## config.mk

```make
export PLATFORM = sky130hd
export DESIGN_NAME = line_buf_ctrl
export DESIGN_NICKNAME = d
export VERILOG_FILES = /design/src/rtl/line_buf_pkg.sv /design/src/rtl/line_buf_ctrl.sv
export SDC_FILE = /design/constraint.sdc
export NUM_CORES = 1
export LEC_CHECK = 0
export CORE_AREA = 2 2 88 90
export DETAILED_ROUTE_END_ITERATION = 10
export DIE_AREA = 0 0 90 92
export GPL_TIMING_DRIVEN = 0
export PLACE_DENSITY = 0.78
export SLEW_MARGIN = 20
export SYNTH_ARGS = -nofsm -noshare
export SYNTH_HDL_FRONTEND = slang
export SYNTH_SLANG_ARGS = --single-unit
```

## constraint.sdc

```tcl
create_clock -name clk -period 3.02 [get_ports clk]
set_clock_uncertainty 0.2 [all_clocks]
set_input_delay 0.604 -clock clk [delete_from_list [all_inputs] [get_ports clk]]
set_output_delay 0.604 -clock clk [all_outputs]
set_load 0.05 [all_outputs]
```

## src/rtl/line_buf_pkg.sv

```systemverilog
// Shared defaults and types for the one-line-delay controller in front of the line RAM.
package line_buf_pkg;

    localparam int LB_DATA_WIDTH = 8;
    localparam int LB_ADDR_WIDTH = 11;
    localparam int LB_MAX_PIXELS = 2048;

    typedef logic [LB_DATA_WIDTH-1:0] pix_t;
    // One extra bit so a column counter can hold MAX_PIXELS itself.
    typedef logic [LB_ADDR_WIDTH:0]   col_t;

endpackage

```

## src/rtl/line_buf_ctrl.sv

```systemverilog
// Line-delay controller: writes each line into the line RAM and pairs every pixel
// with the stored pixel at the same column of the previous line, two cycles later.
module line_buf_ctrl
    import line_buf_pkg::*;
#(
    parameter int DATA_WIDTH = LB_DATA_WIDTH,
    parameter int ADDR_WIDTH = LB_ADDR_WIDTH,
    parameter int MAX_PIXELS = LB_MAX_PIXELS
) (
    input  logic                  clk,
    input  logic                  rst,
    input  logic                  in_valid,
    input  logic [DATA_WIDTH-1:0] in_data,
    input  logic                  in_sof,
    input  logic                  in_eol,
    output logic                  ram_wr_en,
    output logic [ADDR_WIDTH-1:0] ram_wr_addr,
    output logic [DATA_WIDTH-1:0] ram_wr_data,
    output logic [ADDR_WIDTH-1:0] ram_rd_addr,
    input  logic [DATA_WIDTH-1:0] ram_rd_data,
    output logic                  out_valid,
    output logic [DATA_WIDTH-1:0] out_cur,
    output logic [DATA_WIDTH-1:0] out_prev,
    output logic                  out_prev_vld,
    output logic                  out_sof,
    output logic                  out_eol,
    output logic [ADDR_WIDTH:0]   line_len,
    output logic                  ovf_err
);

    typedef logic [DATA_WIDTH-1:0] data_t;
    typedef logic [ADDR_WIDTH:0]   cnt_t;

    localparam cnt_t MAX_COL = cnt_t'(MAX_PIXELS);

    // Line bookkeeping
    cnt_t  col_q, col_d;
    logic  first_line_q, first_line_d;
    cnt_t  prev_len_q, prev_len_d;
    cnt_t  line_len_q, line_len_d;
    logic  ovf_err_q, ovf_err_d;

    // Stage 1: pixel waiting for its RAM read data; also the write port
    logic  s1_valid_q, s1_valid_d;
    data_t s1_data_q, s1_data_d;
    cnt_t  s1_col_q, s1_col_d;
    logic  s1_sof_q, s1_sof_d;
    logic  s1_eol_q, s1_eol_d;
    logic  s1_pv_q, s1_pv_d;
    logic  s1_wr_q, s1_wr_d;

    // Forwarding for a read that collides with the write of the pixel just ahead
    logic  fwd_q, fwd_d;
    data_t fwd_data_q, fwd_data_d;

    // Stage 2: registered outputs
    logic  out_valid_q, out_valid_d;
    data_t out_cur_q, out_cur_d;
    data_t out_prev_q, out_prev_d;
    logic  out_prev_vld_q, out_prev_vld_d;
    logic  out_sof_q, out_sof_d;
    logic  out_eol_q, out_eol_d;

    cnt_t  ecol;
    cnt_t  ecol_inc;
    cnt_t  ecol_sat;
    logic  first_eff;
    logic  store;

    // NOTE: every signal assigned in this block gets a default at the top, so no
    // path through the if/else tree can leave one unassigned and infer a latch.
    always_comb begin
        ecol      = in_sof ? '0 : col_q;
        ecol_inc  = ecol + cnt_t'(1);
        ecol_sat  = (ecol_inc > MAX_COL) ? MAX_COL : ecol_inc;
        first_eff = in_sof | first_line_q;
        store     = ecol < MAX_COL;

        col_d        = col_q;
        first_line_d = first_line_q;
        prev_len_d   = prev_len_q;
        ovf_err_d    = ovf_err_q;
        line_len_d   = prev_len_q;

        if (in_valid) begin
            col_d = in_eol ? '0 : ecol_sat;
            if (in_eol) begin
                prev_len_d   = ecol_sat;
                first_line_d = 1'b0;
            end else if (in_sof) begin
                first_line_d = 1'b1;
            end
            if (!store) begin
                ovf_err_d = 1'b1;
            end
        end

        // Stage-1 fields are zeroed on idle cycles so bubbles carry no stale data.
        s1_valid_d = in_valid;
        s1_data_d  = in_valid ? in_data : '0;
        s1_col_d   = in_valid ? ecol : '0;
        s1_sof_d   = in_valid & in_sof;
        s1_eol_d   = in_valid & in_eol;
        s1_pv_d    = in_valid && !first_eff && (ecol < prev_len_q);
        s1_wr_d    = in_valid & store;

        // The RAM reads old data when a read meets a write to the same address.
        fwd_d      = in_valid && s1_valid_q && (ecol == s1_col_q);
        fwd_data_d = s1_data_q;

        out_valid_d    = s1_valid_q;
        out_cur_d      = s1_data_q;
        out_sof_d      = s1_sof_q;
        out_eol_d      = s1_eol_q;
        out_prev_vld_d = s1_pv_q;
        out_prev_d     = '0;
        if (s1_pv_q) begin
            out_prev_d = fwd_q ? fwd_data_q : ram_rd_data;
        end
    end

    // NOTE: state is updated with non-blocking assignments so every flop samples
    // the pre-edge value of its inputs, independent of statement order.
    // NOTE: reset clears only control and pipeline flops; the line contents live
    // in the external RAM and are never cleared, the prev-valid flag gates them.
    always_ff @(posedge clk) begin
        if (rst) begin
            col_q          <= '0;
            first_line_q   <= 1'b1;
            prev_len_q     <= '0;
            line_len_q     <= '0;
            ovf_err_q      <= 1'b0;
            s1_valid_q     <= 1'b0;
            s1_data_q      <= '0;
            s1_col_q       <= '0;
            s1_sof_q       <= 1'b0;
            s1_eol_q       <= 1'b0;
            s1_pv_q        <= 1'b0;
            s1_wr_q        <= 1'b0;
            fwd_q          <= 1'b0;
            fwd_data_q     <= '0;
            out_valid_q    <= 1'b0;
            out_cur_q      <= '0;
            out_prev_q     <= '0;
            out_prev_vld_q <= 1'b0;
            out_sof_q      <= 1'b0;
            out_eol_q      <= 1'b0;
        end else begin
            col_q          <= col_d;
            first_line_q   <= first_line_d;
            prev_len_q     <= prev_len_d;
            line_len_q     <= line_len_d;
            ovf_err_q      <= ovf_err_d;
            s1_valid_q     <= s1_valid_d;
            s1_data_q      <= s1_data_d;
            s1_col_q       <= s1_col_d;
            s1_sof_q       <= s1_sof_d;
            s1_eol_q       <= s1_eol_d;
            s1_pv_q        <= s1_pv_d;
            s1_wr_q        <= s1_wr_d;
            fwd_q          <= fwd_d;
            fwd_data_q     <= fwd_data_d;
            out_valid_q    <= out_valid_d;
            out_cur_q      <= out_cur_d;
            out_prev_q     <= out_prev_d;
            out_prev_vld_q <= out_prev_vld_d;
            out_sof_q      <= out_sof_d;
            out_eol_q      <= out_eol_d;
        end
    end

    assign ram_rd_addr  = ecol[ADDR_WIDTH-1:0];
    assign ram_wr_en    = s1_wr_q;
    assign ram_wr_addr  = s1_col_q[ADDR_WIDTH-1:0];
    assign ram_wr_data  = s1_data_q;

    assign out_valid    = out_valid_q;
    assign out_cur      = out_cur_q;
    assign out_prev     = out_prev_q;
    assign out_prev_vld = out_prev_vld_q;
    assign out_sof      = out_sof_q;
    assign out_eol      = out_eol_q;
    assign line_len     = line_len_q;
    assign ovf_err      = ovf_err_q;

endmodule
```

==> flow_summary.ini <==
[global_routing]
grt_pass1_vias = 2668
antenna_found_initial = 0
overflow = 0
grt_pass1_wl_um = 13090
grt_usage_pct = 19.99
grt_max_degree = 17

[critical_path]
timing.rr.start = col_q[4]
startpoint = col_q[4]
required_ps = 2220
worst_setup_path_start_kind = register
worstSetupEndpointType = output pin
worstSetupPathType = reg -> out
worst-path-max-fanout = 10
worstPathArrival_ps = 2120

[timing]
tightest_slew_ps = 620.8
timing.fmax_mhz = 342.3
max-slew-margin-rel_pct = 58.61
setup_violations = 0
timing.final.crit_share_pct = 96.74
drv_slew = 0
setup_tns_ps = 0
finalHoldViolations = 0
fin_crit_ps = 2921
grt_setup_unrepaired = no

[pwr]
switching_share_pct = 25.57
p_total_mw = 2.119
combinationalPowerShare_pct = 7.6
ir_drop_uv = 210.4
p_int_mw = 1.577
clkPwrFrac_pct = 39.1
powerDensity_nw_per_um2 = 455.8
p_switching_uw = 542.0
seq_power_share_pct = 53.3
leakagePower_nw = 1.818

[placement]
io_buffers = 81
gp_congestion = 0.8528
dp_hpwl_um = 6056

[floorplan]
die_h_um = 92
dieArea_um2 = 8280
start_util_pct = 47.04
rows = 32
io-pin-count = 85
die_x_um = 90
core_um2 = 7447

[finish]
regArea_um2 = 1682
fillCellCount = 650
post-route-util_pct = 62.43
multiInputGateArea_um2 = 1506
area_growth_pct = 32.71
drive_above_1_share_pct = 10.40
finalNetCount = 508
diodes = 0

[worst_hold_path]
hold_path.class = reg -> reg
hp-start = out_sof_d

[logic_synthesis]
syn_area_per_cell_um2 = 9.123
synth.top_cell.area_share_pct = 48.00
synth_edf_count = 0
synth_cells = 384
synth_top_cell_by_area = dfxtp_1
syn_nets = 416
synth_seq_cells = 84
yosysWarnings = 0
synthTopCellsByArea = dfxtp_1, nor2_1, buf_4
synthDistinctLibCells = 42
async_flop_share_pct = 0
synth_flop_cell = dfxtp_1
netlist_area_um2 = 3503
yosysSeqAreaShare_pct = 48.00

[run]
drv_cap = 0

[route]
wirelength_um = 7954
num_vias = 2827
dr.first_iter.drc_count = 104
drt_pre_antenna_iters = 5
highest_layer = met4
wire_per_inst_um = 13.64
drc = 0
antenna_left = 0
viasPerCell = 4.849
met3_length_um = 463
wl_met2_um = 3678
drt-met1-wl_um = 3697

[run_status]
outcome = finished clean

[clock_network]
path_clk_slew_ps = 90
ctsRootBufferMaster = clkbuf_8
cts_buffer_depth = 2
clkSinkCount = 84
cts.hold.buffers_added = 0
cts_max_level = 3
cts_tree = yes
numCtsBuffers = 9
clk_latency_ps = 360
per-stage QoR:
stage          instance area (µm²)  cells  hold slack [ps]  setup WS [ps]
3_5_place_dp                  4442    567            226.0         -227.3
4_1_cts                       4647    583            247.1          7.349
5_1_grt                       4649    583            264.1          1.404
2_1_floorplan                 3503    384            213.8          449.2
3_3_place_gp                  4442    567            223.9         -223.9
6_report                      4649    583            243.8          98.55
timing repair:
item	4_1_cts	5_1_grt
buffers inserted	0	0
pin swaps	0	0
setup endpoints to repair	9	1
resized for setup	13	1
layer usage:
metal,up-vias,track usage [%]
met3,10,5.916
met5,-,0
li1,1425,-
met4,0,7.051
met2,89,32.02
met1,1303,25.82
synthesized netlist by cell type (9+ instances only):
master,n
nand2_1,19
xnor2_1,19
a21oi_1,19
dfxtp_1,84
nor2b_1,24
clkbuf_1,19
ha_1,11
nor2_1,47
mux2i_1,9
buf_4,23
inv_1,17
and2_1,20
layout by cell type (no fill, tap or decap), drive strengths merged, types with 4 or more instances in the layout:
| cell | count |
|---|---|
| nand2b | 8 |
| a211oi | 4 |
| buf | 26 |
| inv | 20 |
| a22oi | 8 |
| and3 | 4 |
| clkbuf | 28 |
| dlygate4sd2 | 7 |
| ha | 11 |
| nor3 | 9 |
| mux2i | 9 |
| and2 | 20 |
| nor2 | 47 |
| nor2b | 24 |
| nor4 | 5 |
| nand3 | 5 |
| a21oi | 19 |
| nand2 | 19 |
| xnor2 | 19 |
| dfxtp | 84 |
| clkdlybuf4s50 | 73 |
critical path: stages (launching register included):
cell           delay (ps)
dfxtp_1               310
clkbuf_1              340
nor2b_1               400
buf_4                 180
dlygate4sd2_1         520
power by group through the flow:
stage	Clock (mW)	Combinational [mW]	Sequential (mW)
2_1_floorplan	0	0.0583	1.19
3_3_place_gp	0	0.158	1.16
3_5_place_dp	0	0.159	1.16
4_1_cts	0.844	0.161	1.13
5_1_grt	0.891	0.171	1.13
6_report	0.829	0.161	1.13
cell families after synthesis:
| kind of cell | share of synthesized area [%] |
|---|---|
| simple gates | 22.54 |
| flops | 48.00 |
| buf+inv | 9.357 |
| compound gates | 8.108 |
| xor+xnor | 5.500 |
| fa+ha+maj | 3.929 |
| mux | 2.572 |
worst paths after layout:
check | end | slack (ps) | depth (start not counted)
worst min-delay path | out_sof | 240 | 1
worst max register to register | line_len_d[4] | 440 | 9
worst min register to register | out_sof | 240 | 1
worst max-delay path | ram_rd_addr[4] | 100 | 4
flip-flops by register name (all words and copies together), names as in the netlist:
name,count
line_len,12
out_valid_d,1
first_line_q,1
out_eol,1
out_prev_vld,1
out_prev_vld_d,1
out_prev,8
line_len_d,12
out_sof,1
ram_wr_en,1
fwd_q,1
ovf_err,1
s1_col_q,12
ram_wr_data,8
col_q,12
out_eol_d,1
out_cur,8
out_sof_d,1
out_valid,1
final cells by class:
type                            count  share of cell area (%)
Sequential cell                    84                   36.17
Multi-Input combinational cell    238                   32.40
Timing Repair Buffer               81                   17.20
Buffer                             44                   5.624
Tap cell                          102                   2.745
Clock buffer                        9                   2.664
Clock inverter                      7                   1.749
Inverter                           18                   1.453
(Power assumes the default switching activity.)
